File: src/rtl/game_pkg.sv
// Shared types for the game-phase controller and move-slot scheduler.
//   phase_t       : externally visible game phase (encoding is the phase port value)
//   sched_state_t : move-slot scheduler states
//   DEF_TICK_DIV  : default clk cycles per movement tick
package game_pkg;

  typedef enum logic [1:0] {
    PH_INI  = 2'd0,
    PH_PLAY = 2'd1,
    PH_WIN  = 2'd2,
    PH_LOSE = 2'd3
  } phase_t;

  typedef enum logic [1:0] {
    S_IDLE = 2'd0,
    S_ARB  = 2'd1,
    S_WAIT = 2'd2
  } sched_state_t;

  localparam int unsigned DEF_TICK_DIV = 500000;

endpackage

File: src/rtl/move_slot_scheduler_rr_pick.sv
// Combinational round-robin picker.
//   pending : candidate request bits
//   ptr     : index of the most recently served bit
//   onehot  : first set pending bit strictly after ptr (wrapping), one-hot
//   idx     : index of that bit
//   valid   : at least one pending bit was set
module rr_pick #(
  parameter int unsigned N     = 4,
  parameter int unsigned PTR_W = 2
) (
  input  logic [N-1:0]     pending,
  input  logic [PTR_W-1:0] ptr,
  output logic [N-1:0]     onehot,
  output logic [PTR_W-1:0] idx,
  output logic             valid
);

  logic [PTR_W-1:0] cand;

  always_comb begin
    onehot = '0;
    idx    = '0;
    valid  = 1'b0;
    cand   = '0;
    // Walk offsets 1..N so the search starts just after ptr and ends on ptr itself.
    for (int unsigned i = 1; i <= N; i++) begin
      cand = PTR_W'((32'(ptr) + i) % N);
      if (!valid && pending[cand]) begin
        onehot[cand] = 1'b1;
        idx          = cand;
        valid        = 1'b1;
      end
    end
  end

endmodule

File: src/rtl/move_slot_scheduler.sv
// Game-phase controller and movement-slot scheduler for the sprite movers.
// Divides clk into a movement tick while in PLAY and hands each requesting mover
// one exclusive move slot per tick, round-robin, via a req/grant/done handshake.
//   clk, reset_n : clock, asynchronous active-low reset
//   start/ack/win/lose : game FSM level inputs
//   req, done    : per-mover slot request (sampled at tick) and completion
//   grant        : registered one-hot (or zero) move permission
//   tick_pulse   : 1-cycle pulse every TICK_DIV cycles while in PLAY
//   phase        : INI=0, PLAY=1, WIN=2, LOSE=3
//   busy         : scheduler is arbitrating or waiting on a mover
//   overrun      : sticky, a tick arrived while busy
//   timeout_err  : sticky, a grant was revoked after TIMEOUT cycles
module move_slot_scheduler
  import game_pkg::*;
#(
  parameter int unsigned N_MOVERS = 4,
  parameter int unsigned TICK_DIV = DEF_TICK_DIV,
  parameter int unsigned CNT_W    = 20,
  parameter int unsigned TIMEOUT  = 64
) (
  input  logic                clk,
  input  logic                reset_n,
  input  logic                start,
  input  logic                ack,
  input  logic                win,
  input  logic                lose,
  input  logic [N_MOVERS-1:0] req,
  input  logic [N_MOVERS-1:0] done,
  output logic [N_MOVERS-1:0] grant,
  output logic                tick_pulse,
  output logic [1:0]          phase,
  output logic                busy,
  output logic                overrun,
  output logic                timeout_err
);

  localparam int unsigned PTR_W  = (N_MOVERS > 1) ? $clog2(N_MOVERS) : 1;
  localparam int unsigned WCNT_W = $clog2(TIMEOUT + 1);
  localparam logic [CNT_W-1:0]  DIV_LAST  = CNT_W'(TICK_DIV - 1);
  localparam logic [WCNT_W-1:0] WAIT_LAST = WCNT_W'(TIMEOUT - 1);

  phase_t phase_q, phase_nxt;
  logic   stay_play;

  logic [CNT_W-1:0] div_cnt;

  sched_state_t        state_q, state_nxt;
  logic [N_MOVERS-1:0] pending_q, pending_nxt;
  logic [N_MOVERS-1:0] grant_nxt;
  logic [PTR_W-1:0]    ptr_q, ptr_nxt;
  logic [WCNT_W-1:0]   wcnt_q, wcnt_nxt;
  logic                ovr_set, to_set;
  logic                slot_end;

  logic [N_MOVERS-1:0] pick_onehot;
  logic [PTR_W-1:0]    pick_idx;
  logic                pick_valid;

  rr_pick #(
    .N     (N_MOVERS),
    .PTR_W (PTR_W)
  ) u_rr_pick (
    .pending (pending_q),
    .ptr     (ptr_q),
    .onehot  (pick_onehot),
    .idx     (pick_idx),
    .valid   (pick_valid)
  );

  // ---------------- phase FSM ----------------
  always_ff @(posedge clk or negedge reset_n) begin
    if (!reset_n) phase_q <= PH_INI;
    else          phase_q <= phase_nxt;
  end

  always_comb begin
    phase_nxt = phase_q;
    case (phase_q)
      PH_INI:  if (start) phase_nxt = PH_PLAY;
      PH_PLAY: begin
        if (win)       phase_nxt = PH_WIN;
        else if (lose) phase_nxt = PH_LOSE;
      end
      PH_WIN, PH_LOSE: if (ack) phase_nxt = PH_INI;
      default: phase_nxt = PH_INI;
    endcase
  end

  // Scheduler and divider only run while PLAY persists across this edge, so a
  // phase change kills any slot in the same edge that updates phase.
  assign stay_play = (phase_q == PH_PLAY) && (phase_nxt == PH_PLAY);
  assign phase     = phase_q;
  assign busy      = (state_q != S_IDLE);

  // ---------------- tick divider ----------------
  always_ff @(posedge clk or negedge reset_n) begin
    if (!reset_n) begin
      div_cnt    <= '0;
      tick_pulse <= 1'b0;
    end else if (stay_play) begin
      if (div_cnt == DIV_LAST) begin
        div_cnt    <= '0;
        tick_pulse <= 1'b1;
      end else begin
        div_cnt    <= div_cnt + CNT_W'(1);
        tick_pulse <= 1'b0;
      end
    end else begin
      div_cnt    <= '0;
      tick_pulse <= 1'b0;
    end
  end

  // ---------------- scheduler FSM ----------------
  always_ff @(posedge clk or negedge reset_n) begin
    if (!reset_n) begin
      state_q   <= S_IDLE;
      pending_q <= '0;
      grant     <= '0;
      ptr_q     <= PTR_W'(N_MOVERS - 1);
      wcnt_q    <= '0;
    end else begin
      state_q   <= state_nxt;
      pending_q <= pending_nxt;
      grant     <= grant_nxt;
      ptr_q     <= ptr_nxt;
      wcnt_q    <= wcnt_nxt;
    end
  end

  // Only the granted mover's done counts; the wait counter covers the timeout.
  assign slot_end = ((done & grant) != '0) || (wcnt_q == WAIT_LAST);

  always_comb begin
    state_nxt   = state_q;
    pending_nxt = pending_q;
    grant_nxt   = grant;
    ptr_nxt     = ptr_q;
    wcnt_nxt    = wcnt_q;
    ovr_set     = 1'b0;
    to_set      = 1'b0;
    if (!stay_play) begin
      state_nxt   = S_IDLE;
      pending_nxt = '0;
      grant_nxt   = '0;
      wcnt_nxt    = '0;
    end else begin
      if (tick_pulse && (state_q != S_IDLE)) ovr_set = 1'b1;
      case (state_q)
        S_IDLE: begin
          if (tick_pulse) begin
            pending_nxt = req;
            if (req != '0) state_nxt = S_ARB;
          end
        end
        S_ARB: begin
          if (pick_valid) begin
            grant_nxt = pick_onehot;
            ptr_nxt   = pick_idx;
            wcnt_nxt  = '0;
            state_nxt = S_WAIT;
          end else begin
            state_nxt = S_IDLE;
          end
        end
        S_WAIT: begin
          if (slot_end) begin
            to_set      = ((done & grant) == '0);
            grant_nxt   = '0;
            pending_nxt = pending_q & ~grant;
            wcnt_nxt    = '0;
            state_nxt   = ((pending_q & ~grant) != '0) ? S_ARB : S_IDLE;
          end else begin
            wcnt_nxt = wcnt_q + WCNT_W'(1);
          end
        end
        default: state_nxt = S_IDLE;
      endcase
    end
  end

  // ---------------- sticky flags ----------------
  always_ff @(posedge clk or negedge reset_n) begin
    if (!reset_n) begin
      overrun     <= 1'b0;
      timeout_err <= 1'b0;
    end else if (phase_nxt == PH_INI) begin
      overrun     <= 1'b0;
      timeout_err <= 1'b0;
    end else begin
      if (ovr_set) overrun     <= 1'b1;
      if (to_set)  timeout_err <= 1'b1;
    end
  end

endmodule

File: config.mk
export PLATFORM = sky130hd
export DESIGN_NAME = move_slot_scheduler
export DESIGN_NICKNAME = d
export VERILOG_FILES = /design/src/rtl/game_pkg.sv /design/src/rtl/move_slot_scheduler_rr_pick.sv /design/src/rtl/move_slot_scheduler.sv
export SDC_FILE = /design/constraint.sdc
export NUM_CORES = 1
export LEC_CHECK = 0
export BUFFER_PORTS_ARGS = -buffer_cell sky130_fd_sc_hd__clkbuf_2
export CORE_ASPECT_RATIO = 1.5
export CORE_MARGIN = 2
export CORE_UTILIZATION = 46
export DETAILED_ROUTE_END_ITERATION = 7
export HOLD_SLACK_MARGIN = 0.05
export PLACE_DENSITY_LB_ADDON = 0.05
export SKIP_CTS_REPAIR_TIMING = 1
export SLEW_MARGIN = 20
export SYNTH_ARGS = -nofsm -noshare
export SYNTH_HDL_FRONTEND = slang
export SYNTH_SLANG_ARGS = --single-unit
export TNS_END_PERCENT = 1
File: constraint.sdc
create_clock -name clk -period 2.5 [get_ports clk]
set_input_delay 0.375 -clock clk [delete_from_list [all_inputs] [get_ports clk]]
set_output_delay 0.375 -clock clk [all_outputs]
set_load 0.02 [all_outputs]
### Word-level counts from Yosys, hierarchy flattened

Index checks and enable logic that the tools add are counted.

| operators by class | value |
|---|---|
| $add $sub $neg | 6 |
| magnitude comparators | 8 |
| equality and inequality tests | 14 |
| multiplexer cells | 65 |
| bitwise operators | 6 |
| reductions and logical operators | 29 |

Operators with widths:

| operator | count |
|---|---|
| 2-to-1 mux 20 bit | 2 |
| 2-to-1 mux 4 bit | 10 |
| 2-to-1 mux 2 bit | 13 |
| 2-to-1 mux 1 bit | 24 |
| 2-to-1 mux 7 bit | 3 |
| adder 20 x 1 -> 20 bit (second input constant) | 1 |
| == test 20 x 19 -> 1 bit (second input constant) | 1 |
| case mux 4 bit (2 select lines) | 2 |
| case mux 7 bit (2 select lines) | 1 |
| < comparator 2 x 3 -> 1 bit (second input constant) | 4 |
| != test 3 bit (second input constant) | 4 |
| OR 4 bit | 3 |
| case mux 2 bit (3 select lines) | 2 |
| AND reduction 3 bit | 4 |
| nonzero test 4 bit | 3 |
| logical AND 1 bit | 9 |
| AND 4 bit | 2 |
| binary-select mux 1 bit (select 2 bit) | 4 |
| demux 1 bit (select 2 bit) | 4 |
| greater-or-equal comparator 2 x 1 -> 1 bit (second input constant) | 4 |
| adder 7 x 1 -> 7 bit (second input constant) | 1 |
| == test 7 x 6 -> 1 bit (second input constant) | 1 |
| == test 2 x 1 -> 1 bit (second input constant) | 3 |
| == test 2 bit (second input constant) | 3 |
| other kinds (11) | 20 |

| storage, ports and cells | value |
|---|---|
| bits in registers | 44 |
| logic and storage cells | 138 |

### Logic depth before layout (Yosys ltp)

Gate-level depths: netlist (run 1).

| logic depth | value |
|---|---|
| depth in word-level cells | 16 |
| depth in mapped cells | 9 |
| depth with buffers taken out | 7 |

### Modules after synthesis

From an unflattened synthesis (run 1), not the netlist that was laid out.

| second synthesis, totals | value |
|---|---|
| cells, all modules | 313 |
| area total of the unflattened synthesis | 2882.8 um2 |

Modules (own cells, without submodules):

| module | times used | cells each | area an instance (um2) |
|---|---|---|---|
| move_slot_scheduler | 1 | 227 | 2253.4 |
| rr_pick | 1 | 86 | 629.4 |

### Worst setup path after synthesis (run 1)

OpenSTA, ideal clock, no wires.

| timing | value |
|---|---|
| path kind | register to register |
| start | reg ptr_q[0] |
| end | reg grant[2] |
| library setup time | 0.127 ns |
| data arrival time | 2.335 ns |
| data required time | 2.373 ns |
| slack | 0.039 ns |
| cell stages (with the launch flop) | 9 |
| buffers on the path | 2 |
| clock period less this slack | 2.461 ns |
| path through | dfstp_2 > clkbuf_1 > inv_1 > ha_1 > clkbuf_1 > mux4_2 > o21ai_0 > a31oi_1 > a221o_2 |

| on the way | value |
|---|---|
| cells in the longest elaborated chain, start to end | 16 |
| elaborated cells on any way between the ends | 54 |
| classes of those cells | 4 x add/sub; 8 x order compare; 1 x eq/ne; 27 x mux; 3 x bitwise; 11 x reduce/logical |

RTL lines:

| what | line | source |
|---|---|---|
| start, declared | move_slot_scheduler.sv:50 | `logic [PTR_W-1:0] ptr_q, ptr_nxt;` |
| start signal, assigned | move_slot_scheduler.sv:120 | `ptr_q <= PTR_W'(N_MOVERS - 1);` |
| start signal, assigned | move_slot_scheduler.sv:126 | `ptr_q <= ptr_nxt;` |
| parallel branches: the longest is 16 deep, another holds < comparator 2 x 3 -> 1 bit | n/a |  |
| end signal, assigned | move_slot_scheduler.sv:125 | `grant <= grant_nxt;` |
| end, declared | move_slot_scheduler.sv:29 | `output logic [N_MOVERS-1:0] grant,` |

Several ways; the timed one is not identified. The select of a mux whose other input is x is not followed.
A chain may end at the register's enable or synchronous reset.

### Final worst setup path (run 1)

| timing | value |
|---|---|
| start | reg ptr_q[1] |
| end | reg grant[1] |

The elaborated chain is that of the path after synthesis.

==> results of run 1 <==
[area by class of cell]
type,instances,share of cell area
multi-input combinational,220,0.4944
sequential,44,0.3766
timing repair buffer,31,0.05978
tap,70,0.02989
clock buffer,6,0.02477
inverter,10,0.01281
clock inverter,1,0.001708
[routing by layer]
layer  track usage  part of all wire  wire length (um)
met1        0.2379              0.41              2530
met2        0.3777              0.54              3342
met3       0.03129             0.021               127
met4       0.06907             0.027               167
met5             0                 0                 0
[kinds of logic (layout without fill, tap and decap cells)]
logic type | Yosys count | count (layout) | synth area share
compound gates | 61 | 61 | 0.1636
xor+xnor | 18 | 18 | 0.05924
fa+ha+maj | 10 | 10 | 0.04701
buf+inv | 21 | 48 | 0.04419
flops | 44 | 44 | 0.4147
mux | 9 | 9 | 0.03949
simple gates | 122 | 122 | 0.2318
[sequential cells by signal (all words and copies together), names as in the netlist]
name and count:
ptr_q 2, grant 4, state_q 2, overrun 1, phase 2, pending_q 4
wcnt_q 7, tick_pulse 1, timeout_err 1, div_cnt 20
[critical path: cells and delay by family (launching register included)]
| kind | cells | cell delay (ps) |
|---|---|---|
| buf+inv | 1 | 110 |
| fa+ha+maj | 1 | 410 |
| mux | 1 | 420 |
| flops | 1 | 600 |
| compound gates | 3 | 560 |
[placed cells by master, fill, tap and decap left out, drive strengths merged, types with 7 or more instances in the layout]
master,n
nand2,34
xor2,13
nor3,10
buf,8
dfrtp,42
clkbuf,29
inv,10
nand3,7
o21ai,19
ha,10
nor2,32
a31oi,7
nand4,9
[how the worst max path moves through the flow]
stage | endpoint | slack [ps] | cells past startpoint
final | grant[1] | 280 | 6
after global routing | grant[1] | 90 | 7
after CTS | grant[1] | 190 | 6
after detailed placement | grant[1] | 210 | 6
after global placement | grant[1] | 280 | 6
after floorplan | grant[2] | 40 | 8
[power by group through the flow]
stage	Sequential [W]	Clock, W	Combinational [W]
detailed placement	0.000779	0	0.000169
global placement	0.000779	0	0.000168
floorplan	0.000783	0	0.000101
global route	0.000771	0.000466	0.000181
CTS	0.000766	0.000437	0.000169
finish	0.000767	0.000421	0.000164
[stage by stage]
| stage | power (W) | setup WS, ps | hold WS (ps) |
|---|---|---|---|
| after floorplan | 0.0008839 | 38.81 | 79.41 |
| after global placement | 0.0009468 | 277.1 | 410.8 |
| after detailed placement | 0.0009485 | 214.5 | 410.2 |
| after CTS | 0.001372 | 189.9 | 89.52 |
| after global routing | 0.001418 | 94.25 | 106.3 |
| final | 0.001352 | 278.7 | 88.77 |
==> results_dict.tcl, run 1 <==
set metrics [dict create \
    status "finished, final reports clean" \
    yosys_warnings 0 \
    placedInstanceArea_mm2 0.002828 \
    viasPerCell 5.694 \
    finalMaxSlewViolations 0 \
    diodes 0 \
    syn_inst 285 \
    setup_violations 0 \
    crit_fanout 10 \
    clockPowerShare 0.311 \
    crit_chain "inv_1, ha_2, mux4_2, o21ai_0, a31oi_1, a221o_2" \
    routedWlPerCell_um 16.15 \
    synth_area_mm2 0.002661 \
    combinationalPowerShare 0.121 \
    ant_nets 0 \
    post-route-util 0.5296 \
    fillCellCount 533 \
    worst_r2r_startpoint "ptr_q[1]" \
    synth_top_area_cell "dfrtp_1" \
    coreArea_mm2 0.005533 \
    die_h_um 97.16 \
    crit_path_start_kind "flip-flop" \
    ys_top_cells_by_count "42 x dfrtp_1, 34 x nand2_1, 32 x nor2_1" \
    stdcell_area_mm2 0.002930 \
    critPathCaptureType "flip-flop" \
    dp.cells 372 \
    worst_pin_slew_ps 631.0 \
    setup_tns_ps 0 \
    vdd_drop_max_uv 291.2 \
    period_needed_ps 2221 \
    hpwl_mm 4.684 \
    area.sequential_mm2 0.001104 \
    drt_iter0_drc 135 \
    multiInputGateArea_mm2 0.001449 \
    rrSetupSlack_ps 280 \
    rsz0062_at_grt "false" \
    die_x_um 66.11 \
    synth_top_flop_cell "dfrtp_1" \
    io_pins 24 \
    cp.arrival_ps 2400 \
    synth_top_cells_by_area "dfrtp_1 39%, nand2_1 4.8%, ha_1 4.7%, nor2_1 4.5%, xor2_1 4.3%" \
    yosysTopAreaCellShare 0.3949 \
    swShare 0.2732 \
    antenna_found_initial 0 \
    p_per_area_mw_per_mm2 461.5 \
    finalClockSkew_ps 3.524 \
    ctsHtreeMaxLevel 2 \
    cts_sinks 44 \
    nNetsFinal 336 \
    io_buffers 23 \
    drive_gt1_frac 0.1795 \
    synth.avg_cell_area_um2 9.338 \
    synth_edf_count 0 \
    cpMaxStageDelayCell "dfstp_2" \
    fmax_ghz 0.4502 \
    max_cap_viol_count 0 \
    startpoint "ptr_q[1]" \
    p_sw_w 0.0003694 \
    dieArea_mm2 0.006422 \
    hold_viol_final 0 \
    slew_headroom 0.5793 \
    final_cell_count_no_fill 382 \
    start_util 0.4810 \
    clkLatencyLatePin_ps 290 \
    drc 0 \
    grt_use_total 0.2071 \
    cts-root-buf "clkbuf_8" \
    rows 33 \
    cts_tree "yes" \
    vias 2175 \
    cts.path.max_buffers 2 \
    numCtsBuffers 5 \
    slowest_delay_ps 600 \
    r2r-end "grant[1]" \
    clk_pin_slew_ps 80 \
    grt_overflow 0 \
    first_global_vias 2246 \
    reg2regPathDepth 6 \
    crit_required_ps 2680 \
    synthToLayoutAreaGrowth_pct 10.11 \
    worstSetupPathType "flip-flop to flip-flop" \
    seq_power_share 0.567 \
    synth_most_common_cell "dfrtp_1" \
    synth_cell_types 53 \
    grt_start_max_net_pins 24 \
    ys_async_sr_fraction 1.000 \
    firstDrtPassIters 4 \
    hold_path.class "input pin to asynchronous set/reset pin" \
    syn-num-nets 309 \
    intPower_w 0.0009829 \
    grt_pass1_wl_mm 10.55 \
    gp_congestion 0.7956 \
    yosysSeqAreaShare 0.4147 \
    p_leak_nw 1.227 \
    totalWireLength_mm 6.168 \
    period_share 0.8885 \
    ys_ff_latch 44 \
]
(Power assumes the default switching activity.)
==> inputs of run 2 (changes only) <==
CTS_CLUSTER_SIZE = 25   (was default)
GPL_TIMING_DRIVEN = 0   (was default)
==> run 2 against run 1 <==
Maximum frequency is 3.3% lower. Clock skew grew 3.0 ps. Combinational power up 16%. Count of clock-buffer cells in the layout down 1. Design area rose by 2.6%. Critical path depth stayed put. Cell count is 0.26% higher. Worst hold slack better by 15 ps. Non-clock buffer count grew 1. Highest routed layer unchanged.
==> results_dict.tcl, run 2 (synthesized netlist as in run 1, its figures left out) <==
set metrics [dict create \
    post-route-util 0.5434 \
    totalWireLength_mm 6.033 \
    firstDrtPassIters 4 \
    status "finished, final reports clean" \
    io_buffers 23 \
    io_pins 24 \
    drc 0 \
    numCtsBuffers 5 \
    period_share 0.9191 \
    grtUsageMet2 0.3931 \
    ant_nets 0 \
    grt_use_total 0.1998 \
    hold_slack_ps 103.8 \
    r2r-end "grant[1]" \
    slew_headroom 0.6007 \
    die_h_um 97.16 \
    grt_start_max_net_pins 45 \
    largest-register "div_cnt" \
    vdd_drop_max_uv 263.0 \
    vias 2212 \
    worst_pin_slew_ps 598.9 \
    viasPerCell 5.775 \
    use_met3 0.02433 \
    cts.path.max_buffers 2 \
    clkLatencyLatePin_ps 290 \
    cts-root-buf "clkbuf_8" \
    finalMaxSlewViolations 0 \
    p_total_w 0.001568 \
    diodes 0 \
    nNetsFinal 337 \
    p_per_area_mw_per_mm2 521.5 \
    area.sequential_mm2 0.001104 \
    cts_tree "yes" \
    fillCellCount 553 \
    critPathCaptureType "flip-flop" \
    p_leak_nw 1.255 \
    fmax_ghz 0.4352 \
    routedWlPerCell_um 15.75 \
    crit_required_ps 2680 \
    multiInputGateArea_mm2 0.001459 \
    hpwl_mm 4.616 \
    crit_path_start_kind "flip-flop" \
    crit_fanout 11 \
    hold_path.class "input pin to asynchronous set/reset pin" \
    reg2regPathDepth 6 \
    clk_pin_slew_ps 80 \
    synthToLayoutAreaGrowth_pct 12.98 \
    rrSetupSlack_ps 200 \
    grt_pass1_wl_mm 10.07 \
    start_util 0.4810 \
    largest_reg_flops 20 \
    placedInstanceArea_mm2 0.002867 \
    drive_gt1_frac 0.1821 \
    period_needed_ps 2298 \
    gp_congestion 0.8731 \
    finalClockSkew_ps 6.539 \
    grt_overflow 0 \
    rows 33 \
    coreArea_mm2 0.005533 \
    antenna_found_initial 0 \
    met1_usage 0.2100 \
    ctsHtreeMaxLevel 2 \
    cp.arrival_ps 2470 \
    layout_commonest_cell "dfrtp_1" \
    worstSetupPathType "flip-flop to flip-flop" \
    reg_top3 "div_cnt (20), wcnt_q (7)" \
    setup_tns_ps 0 \
    final_cell_mix "42 x dfrtp_1, 34 x nand2_1, 32 x nor2_1, 22 x clkbuf_2, 19 x o21ai_0" \
    max_cap_viol_count 0 \
    worst_r2r_startpoint "ptr_q[1]" \
    die_x_um 66.11 \
    hold_viol_final 0 \
    dieArea_mm2 0.006422 \
    drt_iter0_drc 134 \
    setup_violations 0 \
    rsz0062_at_grt "false" \
    grt_busiest_layer "met2" \
    first_global_vias 2167 \
    cts_sinks 44 \
    stdcell_area_mm2 0.003007 \
]
[run 2: worst max path at each step]
| stage | from | slack, ps | cells after the start | endpoint |
|---|---|---|---|---|
| global placement | ptr_q[0] | -300 | 9 | grant[1] |
| CTS | ptr_q[0] | -280 | 8 | grant[1] |
| detailed placement | ptr_q[0] | -270 | 9 | grant[3] |
| global route | div_cnt[0] | 70 | 7 | div_cnt[10] |
| floorplan | ptr_q[0] | 40 | 8 | grant[2] |
| finish | ptr_q[1] | 200 | 6 | grant[1] |
[run 2: metal layers]
metal,part of all wire,up-vias
met1,0.39,1078
met4,0.014,0
met3,0.020,6
met2,0.57,39
met5,0,-
li1,-,1089
[run 2: critical path, cell delays in order, from the launching register on]
cell	delay, ps
dfstp_2	660
inv_1	180
ha_4	350
mux4_2	420
o21ai_0	200
a31oi_1	60
a221o_2	300
[run 2: per-stage QoR]
step,worst slack [ps],std cells
finish,202.3,383
global route,67.17,383
CTS,-283.5,385
detailed placement,-270.1,378
global placement,-297.2,378
floorplan,38.81,285
[run 2: area by class of cell]
type	instances	area share
Tap cell	70	0.02913
Sequential cell	44	0.3670
Inverter	10	0.01248
Timing Repair Buffer	23	0.03912
Multi-Input combinational cell	220	0.4852
Clock buffer	5	0.02289
Clock inverter	2	0.01998
Buffer	9	0.02414
[run 2: power breakdown]
group / internal [W] / switching, W
registers: 0.000730 / 0.0000227
clock network: 0.000393 / 0.000232
logic: 0.0000733 / 0.000117
